==> config.mk <==
export PLATFORM = sky130hd
export DESIGN_NAME = vending_core_param
export DESIGN_NICKNAME = d
export VERILOG_FILES = /design/src/rtl/vending_core_param.sv
export SDC_FILE = /design/constraint.sdc
export NUM_CORES = 1
export LEC_CHECK = 0
export CAP_MARGIN = 20
export CORE_MARGIN = 4
export CORE_UTILIZATION = 30
export CTS_CLUSTER_SIZE = 20
export DETAILED_ROUTE_END_ITERATION = 6
export GPL_ROUTABILITY_DRIVEN = 0
export PLACE_DENSITY_LB_ADDON = 0.15
export SLEW_MARGIN = 20
export SYNTH_ARGS = -nofsm -noshare
export SYNTH_HDL_FRONTEND = slang
export SYNTH_SLANG_ARGS = --single-unit
==> constraint.sdc <==
create_clock -name clk -period 7.3 [get_ports clk]
set_clock_uncertainty 0.05 [all_clocks]
set_input_delay 1.825 -clock clk [delete_from_list [all_inputs] [get_ports clk]]
set_output_delay 1.825 -clock clk [all_outputs]
set_load 0.05 [all_outputs]
==> src/rtl/vending_core_param.sv <==
// Parametrised vending core: credit register, per-item stock, inactivity timer
// and a greedy change dispenser driven by run-time coin values and item prices.
module vending_core_param #(
  parameter int NUM_COINS   = 3,
  parameter int NUM_ITEMS   = 4,
  parameter int TOTAL_BITS  = 31,
  parameter int WAIT_CYCLES = 100,
  parameter int STOCK_BITS  = 4,
  parameter int INIT_STOCK  = 8
) (
  input  logic                            clk,
  input  logic                            reset_n,
  input  logic [NUM_COINS-1:0]            i_input_coin,
  input  logic [NUM_ITEMS-1:0]            i_select_item,
  input  logic                            i_trigger_return,
  input  logic                            i_restock,
  input  logic [NUM_COINS*TOTAL_BITS-1:0] coin_value,
  input  logic [NUM_ITEMS*TOTAL_BITS-1:0] item_price,
  output logic [NUM_ITEMS-1:0]            o_available_item,
  output logic [NUM_ITEMS-1:0]            o_output_item,
  output logic [NUM_COINS-1:0]            o_return_coin,
  output logic                            o_coin_reject,
  output logic                            o_change_err,
  output logic [TOTAL_BITS-1:0]           o_current_total,
  output logic                            o_busy
);

  localparam int SUM_W   = TOTAL_BITS + $clog2(NUM_COINS + 1);
  localparam int TIMER_W = $clog2(WAIT_CYCLES + 1);

  typedef enum logic [1:0] {S_IDLE, S_ACTIVE, S_RETURN} state_t;

  state_t                  r_state;
  logic [TOTAL_BITS-1:0]   r_credit;
  logic [TIMER_W-1:0]      r_timer;
  logic [STOCK_BITS-1:0]   r_stock [NUM_ITEMS];
  logic [NUM_ITEMS-1:0]    r_outputItem;
  logic [NUM_COINS-1:0]    r_returnCoin;
  logic                    r_coinReject;
  logic                    r_changeErr;

  logic [SUM_W-1:0]        w_coinSum;
  logic [SUM_W-1:0]        w_creditSum;
  logic                    w_overflow;
  logic                    w_anyCoin;
  logic                    w_coinAccept;
  logic [NUM_ITEMS-1:0]    w_dispHot;
  logic [TOTAL_BITS-1:0]   w_dispPrice;
  logic                    w_dispense;
  logic [NUM_COINS-1:0]    w_chgHot;
  logic [TOTAL_BITS-1:0]   w_chgValue;
  logic                    w_chgFound;

  // Coin sum is kept wide enough that credit + sum can never wrap silently.
  always_comb begin
    w_coinSum = '0;
    for (int i = 0; i < NUM_COINS; i++) begin
      if (i_input_coin[i]) begin
        w_coinSum = w_coinSum + SUM_W'(coin_value[i*TOTAL_BITS +: TOTAL_BITS]);
      end
    end
  end

  assign w_creditSum  = SUM_W'(r_credit) + w_coinSum;
  assign w_overflow   = |w_creditSum[SUM_W-1:TOTAL_BITS];
  assign w_anyCoin    = |i_input_coin;
  assign w_coinAccept = w_anyCoin && !w_overflow;

  always_comb begin
    for (int i = 0; i < NUM_ITEMS; i++) begin
      o_available_item[i] = (r_state == S_ACTIVE) && (r_stock[i] != '0) &&
                            (item_price[i*TOTAL_BITS +: TOTAL_BITS] <= r_credit);
    end
  end

  // Descending scan so the lowest selected, available item wins.
  always_comb begin
    w_dispHot   = '0;
    w_dispPrice = '0;
    for (int i = NUM_ITEMS - 1; i >= 0; i--) begin
      if (i_select_item[i] && o_available_item[i]) begin
        w_dispHot    = '0;
        w_dispHot[i] = 1'b1;
        w_dispPrice  = item_price[i*TOTAL_BITS +: TOTAL_BITS];
      end
    end
  end
  assign w_dispense = |w_dispHot;

  // Ascending coin values, so the last fitting coin is the largest one.
  always_comb begin
    w_chgHot   = '0;
    w_chgValue = '0;
    for (int i = 0; i < NUM_COINS; i++) begin
      if (coin_value[i*TOTAL_BITS +: TOTAL_BITS] <= r_credit) begin
        w_chgHot    = '0;
        w_chgHot[i] = 1'b1;
        w_chgValue  = coin_value[i*TOTAL_BITS +: TOTAL_BITS];
      end
    end
  end
  assign w_chgFound = |w_chgHot;

  always_ff @(posedge clk or negedge reset_n) begin
    if (!reset_n) begin
      r_state      <= S_IDLE;
      r_credit     <= '0;
      r_timer      <= '0;
      r_outputItem <= '0;
      r_returnCoin <= '0;
      r_coinReject <= 1'b0;
      r_changeErr  <= 1'b0;
      for (int i = 0; i < NUM_ITEMS; i++) r_stock[i] <= STOCK_BITS'(INIT_STOCK);
    end else begin
      r_outputItem <= '0;
      r_returnCoin <= '0;
      r_coinReject <= 1'b0;
      r_changeErr  <= 1'b0;
      case (r_state)
        S_IDLE: begin
          if (w_anyCoin) begin
            if (w_overflow) begin
              r_coinReject <= 1'b1;
            end else begin
              r_state  <= S_ACTIVE;
              r_credit <= w_creditSum[TOTAL_BITS-1:0];
              r_timer  <= TIMER_W'(WAIT_CYCLES);
            end
          end
        end
        S_ACTIVE: begin
          if (i_trigger_return) begin
            r_state      <= S_RETURN;
            r_coinReject <= w_anyCoin;
          end else begin
            r_outputItem <= w_dispHot;
            r_coinReject <= w_anyCoin && w_overflow;
            r_credit     <= (w_coinAccept ? w_creditSum[TOTAL_BITS-1:0] : r_credit) -
                            (w_dispense ? w_dispPrice : '0);
            if (w_coinAccept || w_dispense) begin
              r_timer <= TIMER_W'(WAIT_CYCLES);
            end else if (r_timer == '0) begin
              r_state <= S_RETURN;
            end else begin
              r_timer <= r_timer - TIMER_W'(1);
            end
          end
        end
        S_RETURN: begin
          r_coinReject <= w_anyCoin;
          if (r_credit == '0) begin
            r_state <= S_IDLE;
          end else if (w_chgFound) begin
            r_returnCoin <= w_chgHot;
            r_credit     <= r_credit - w_chgValue;
          end else begin
            r_credit    <= '0;
            r_changeErr <= 1'b1;
            r_state     <= S_IDLE;
          end
        end
        default: r_state <= S_IDLE;
      endcase
      // Restock overrides a same-cycle dispense decrement.
      for (int i = 0; i < NUM_ITEMS; i++) begin
        if (i_restock) begin
          r_stock[i] <= STOCK_BITS'(INIT_STOCK);
        end else if (r_state == S_ACTIVE && !i_trigger_return && w_dispHot[i]) begin
          r_stock[i] <= r_stock[i] - STOCK_BITS'(1);
        end
      end
    end
  end

  assign o_output_item   = r_outputItem;
  assign o_return_coin   = r_returnCoin;
  assign o_coin_reject   = r_coinReject;
  assign o_change_err    = r_changeErr;
  assign o_current_total = r_credit;
  assign o_busy          = (r_state == S_RETURN);

endmodule

==> impl_metrics.py <==
metrics = {
    "placement": {
        "dp_hpwl_mm": 77.08,
        "dpl.cell_count": 4334,
        "io_buffer_count": 272,
        "place_ws_ns": -5.405,
    },
    "sta": {
        "setup_ws_ns": -4.244,
        "rsz0062_at_grt": "true",
        "slew_viol_final": 0,
        "worst_pin_slew_ns": 1.063,
        "hold_viol": 0,
        "fin_crit_sh_pct": 158.1,
        "slew_headroom_pct": 28.52,
        "timing.fmax_mhz": 86.62,
        "setup_viol": 41,
        "min_period_ns": 11.54,
    },
    "floorplanning": {
        "dieArea_mm2": 0.06704,
        "die_h_um": 258.9,
        "placeableCoreArea_mm2": 0.06205,
        "die_w_um": 258.9,
        "ios": 273,
        "rows": 91,
        "floorplan.initialDensity_pct": 30.44,
    },
    "cells_and_area": {
        "fillers": 5993,
        "fin_nets": 4178,
        "post-route-util_pct": 48.69,
        "syn_to_final_growth_pct": 59.96,
        "drive_gt1_share_pct": 30.39,
        "antenna_cells_inserted": 0,
        "stdcell_count": 4407,
    },
    "grt": {
        "overflow": 0,
        "grt_pass1_vias": 23947,
        "antenna_found_initial": 0,
        "grt_pass1_wl_mm": 135.5,
        "grt_max_degree": 66,
        "grt_use_total_pct": 25.80,
    },
    "synth": {
        "postSynthAreaPerCell_um2": 7.404,
        "synth_edf_count": 0,
        "syn_area_mm2": 0.01889,
        "synth_nets": 3164,
        "synth-seq-cells": 65,
        "ys_seq_area_share_pct": 8.638,
        "async_reset_ff_share_pct": 100.0,
        "synth_cells": 2551,
        "yosysUniqueCellTypes": 91,
        "synth_warnings": 0,
        "synth_flop_cell": "dfrtp_1",
    },
    "clock_network": {
        "numCtsBuffers": 9,
        "htree_num_levels": 3,
        "clockBufferDepth": 2,
        "tritoncts": "built",
        "clock_latency_ns": 0.37,
        "path_clk_slew_ns": 0.07,
        "root_buffer": "clkbuf_16",
        "numClockSinks": 65,
    },
    "run": {
        "max_cap_violations": 0,
    },
    "setup_path": {
        "startpoint_type": "input pin",
        "cp_data_arrival_time_ns": 11.80,
        "startpoint": "coin_value[0]",
        "endpoint_kind": "register",
        "required_ns": 7.56,
        "reg2reg_from": "o_current_total[6]",
        "cpMaxStageDelayCell": "or3_4",
        "max_stage_delay_ns": 0.37,
        "critPathKind": "input pin to register",
        "crit_path_max_fanout": 5,
    },
    "detailed_routing": {
        "vias_per_cell": 5.438,
        "top_layer": "met4",
        "ant_nets": 0,
        "avgRoutedWirePerCell_um": 20.58,
        "first_pass_iters": 6,
        "drt_iter0_markers": 1788,
        "drcViolationCount": 0,
        "met2_length_mm": 40.52,
        "wl_mm": 90.69,
        "vias": 23967,
        "wl_met3_mm": 5.192,
        "wirelength_met1_mm": 41.94,
    },
    "status": {
        "outcome": "finished with violations",
        "violations": "setup timing",
    },
    "hold_path": {
        "min_from": "r_stock[9]",
        "hold_class": "register to register",
    },
}
==> worst max-delay path, delay by kind of cell <==
family | cells | cell delay, ns
AOI/OAI and AO/OA | 21 | 3.79
muxes | 4 | 1.01
xor gates and xnor gates | 3 | 0.41
and+or+nand+nor | 12 | 2.07
adders and majority gates | 6 | 1.61
buffers and inverters | 11 | 1.08
==> stage by stage <==
step / setup TNS (ns) / hold slack, ns / instance area [um^2]
after floorplan: -132.89 / 0.4524 / 19180
after global placement: -157.68 / 0.4713 / 28360
after detailed placement: -165.57 / 0.4843 / 28360
after CTS: -124.09 / 0.4952 / 29430
after global routing: -142.66 / 0.5309 / 30210
final: -127.09 / 0.5010 / 30210
==> logic make-up after synthesis <==
logic type      count (synthesis)  share of synthesized area, %
mux                            93                         5.286
simple gates                  800                         20.60
buf+inv                       201                         4.127
compound gates                859                         28.78
flops                          65                         8.638
xor+xnor                      147                         6.816
fa+ha+maj                     386                         25.76
==> per-layer routing <==
metal | up-vias | track usage [%]
li1 | 11638 | -
met1 | 11359 | 35.74
met2 | 834 | 42.20
met3 | 136 | 2.731
met4 | 0 | 8.066
met5 | - | 0
==> cells in the mapped netlist (29+ instances only) <==
cell / instances / area, um^2
nand3_1: 91 / 455.4
o21ai_0: 166 / 830.8
xnor2_1: 95 / 832.1
ha_1: 380 / 4755
nor2_1: 208 / 780.8
mux2i_1: 42 / 420.4
nand2_1: 208 / 780.8
xor2_1: 52 / 455.4
o211ai_1: 43 / 322.8
nor3_1: 44 / 220.2
a21oi_1: 314 / 1572
mux2_2: 50 / 563.0
clkbuf_1: 64 / 240.2
a31oi_1: 29 / 181.4
a21o_1: 84 / 630.6
dfrtp_1: 61 / 1526
nand2b_1: 32 / 200.2
inv_1: 117 / 439.2
nand4_1: 53 / 331.6
==> cell usage in the layout, fill, tap and decap left out, types with 13 or more instances in the layout <==
cell type / synthesis / layout
buf_4: 0 / 777
ha_1: 380 / 361
a21oi_1: 314 / 285
clkdlybuf4s50_1: 0 / 262
nand2_1: 208 / 204
nor2_1: 208 / 199
o21ai_0: 166 / 125
inv_1: 117 / 110
xnor2_1: 95 / 90
nand3_1: 91 / 84
a21o_1: 84 / 84
dfrtp_1: 61 / 61
nand4_1: 53 / 53
xor2_1: 52 / 46
o211ai_1: 43 / 43
mux2i_1: 42 / 41
mux2_2: 50 / 40
nor3_1: 44 / 36
o21ai_1: 3 / 33
nand2b_1: 32 / 31
a21oi_2: 0 / 26
buf_6: 2 / 26
and2_1: 26 / 25
nor2b_1: 28 / 25
and3_1: 24 / 24
o21a_1: 21 / 21
a31oi_1: 29 / 20
a211oi_1: 23 / 19
nor4_1: 24 / 19
o21bai_1: 17 / 16
o31ai_1: 20 / 16
ha_4: 0 / 16
and4_1: 14 / 13
==> final timing paths <==
check                                           end  slack [ns]  depth (start not counted)
min in group asynchronous             o_coin_reject        1.53                          1
worst min-delay path                     r_stock[9]        0.50                          2
worst max register to register  o_current_total[20]        0.45                         31
worst max-delay path            o_current_total[29]       -4.24                         57
worst min register to register           r_stock[9]        0.50                          2
max in group asynchronous        o_current_total[1]        4.98                          1
==> final cells by class <==
cell class              instances  area, um^2  share of cell area (%)
flip-flops and latches         65        1632                   5.400
well taps                     837        1047                   3.466
inverters                     117       449.2                   1.487
repair buffers               1087        9125                   30.20
clock inverters                 7       83.83                  0.2775
clock buffers                   9       225.2                  0.7454
multi-input cells            2285       17650                   58.42
==> state kept, by name (all words and copies together), names as in the netlist <==
signal	count
o_change_err	1
r_state	2
r_timer	7
o_return_coin	3
o_current_total	31
o_coin_reject	1
r_stock	16
o_output_item	4
==> what timing repair did <==
item                       CTS  global route
buffers inserted            31            30
hold buffers                 0             0
setup endpoints to repair   41            42
cloned                       3             0
gates resized for setup    118           135
pin swaps                   88           105
Power is not shown: default switching activity piles up to over one toggle a cycle in this logic, so the estimate is an artifact.
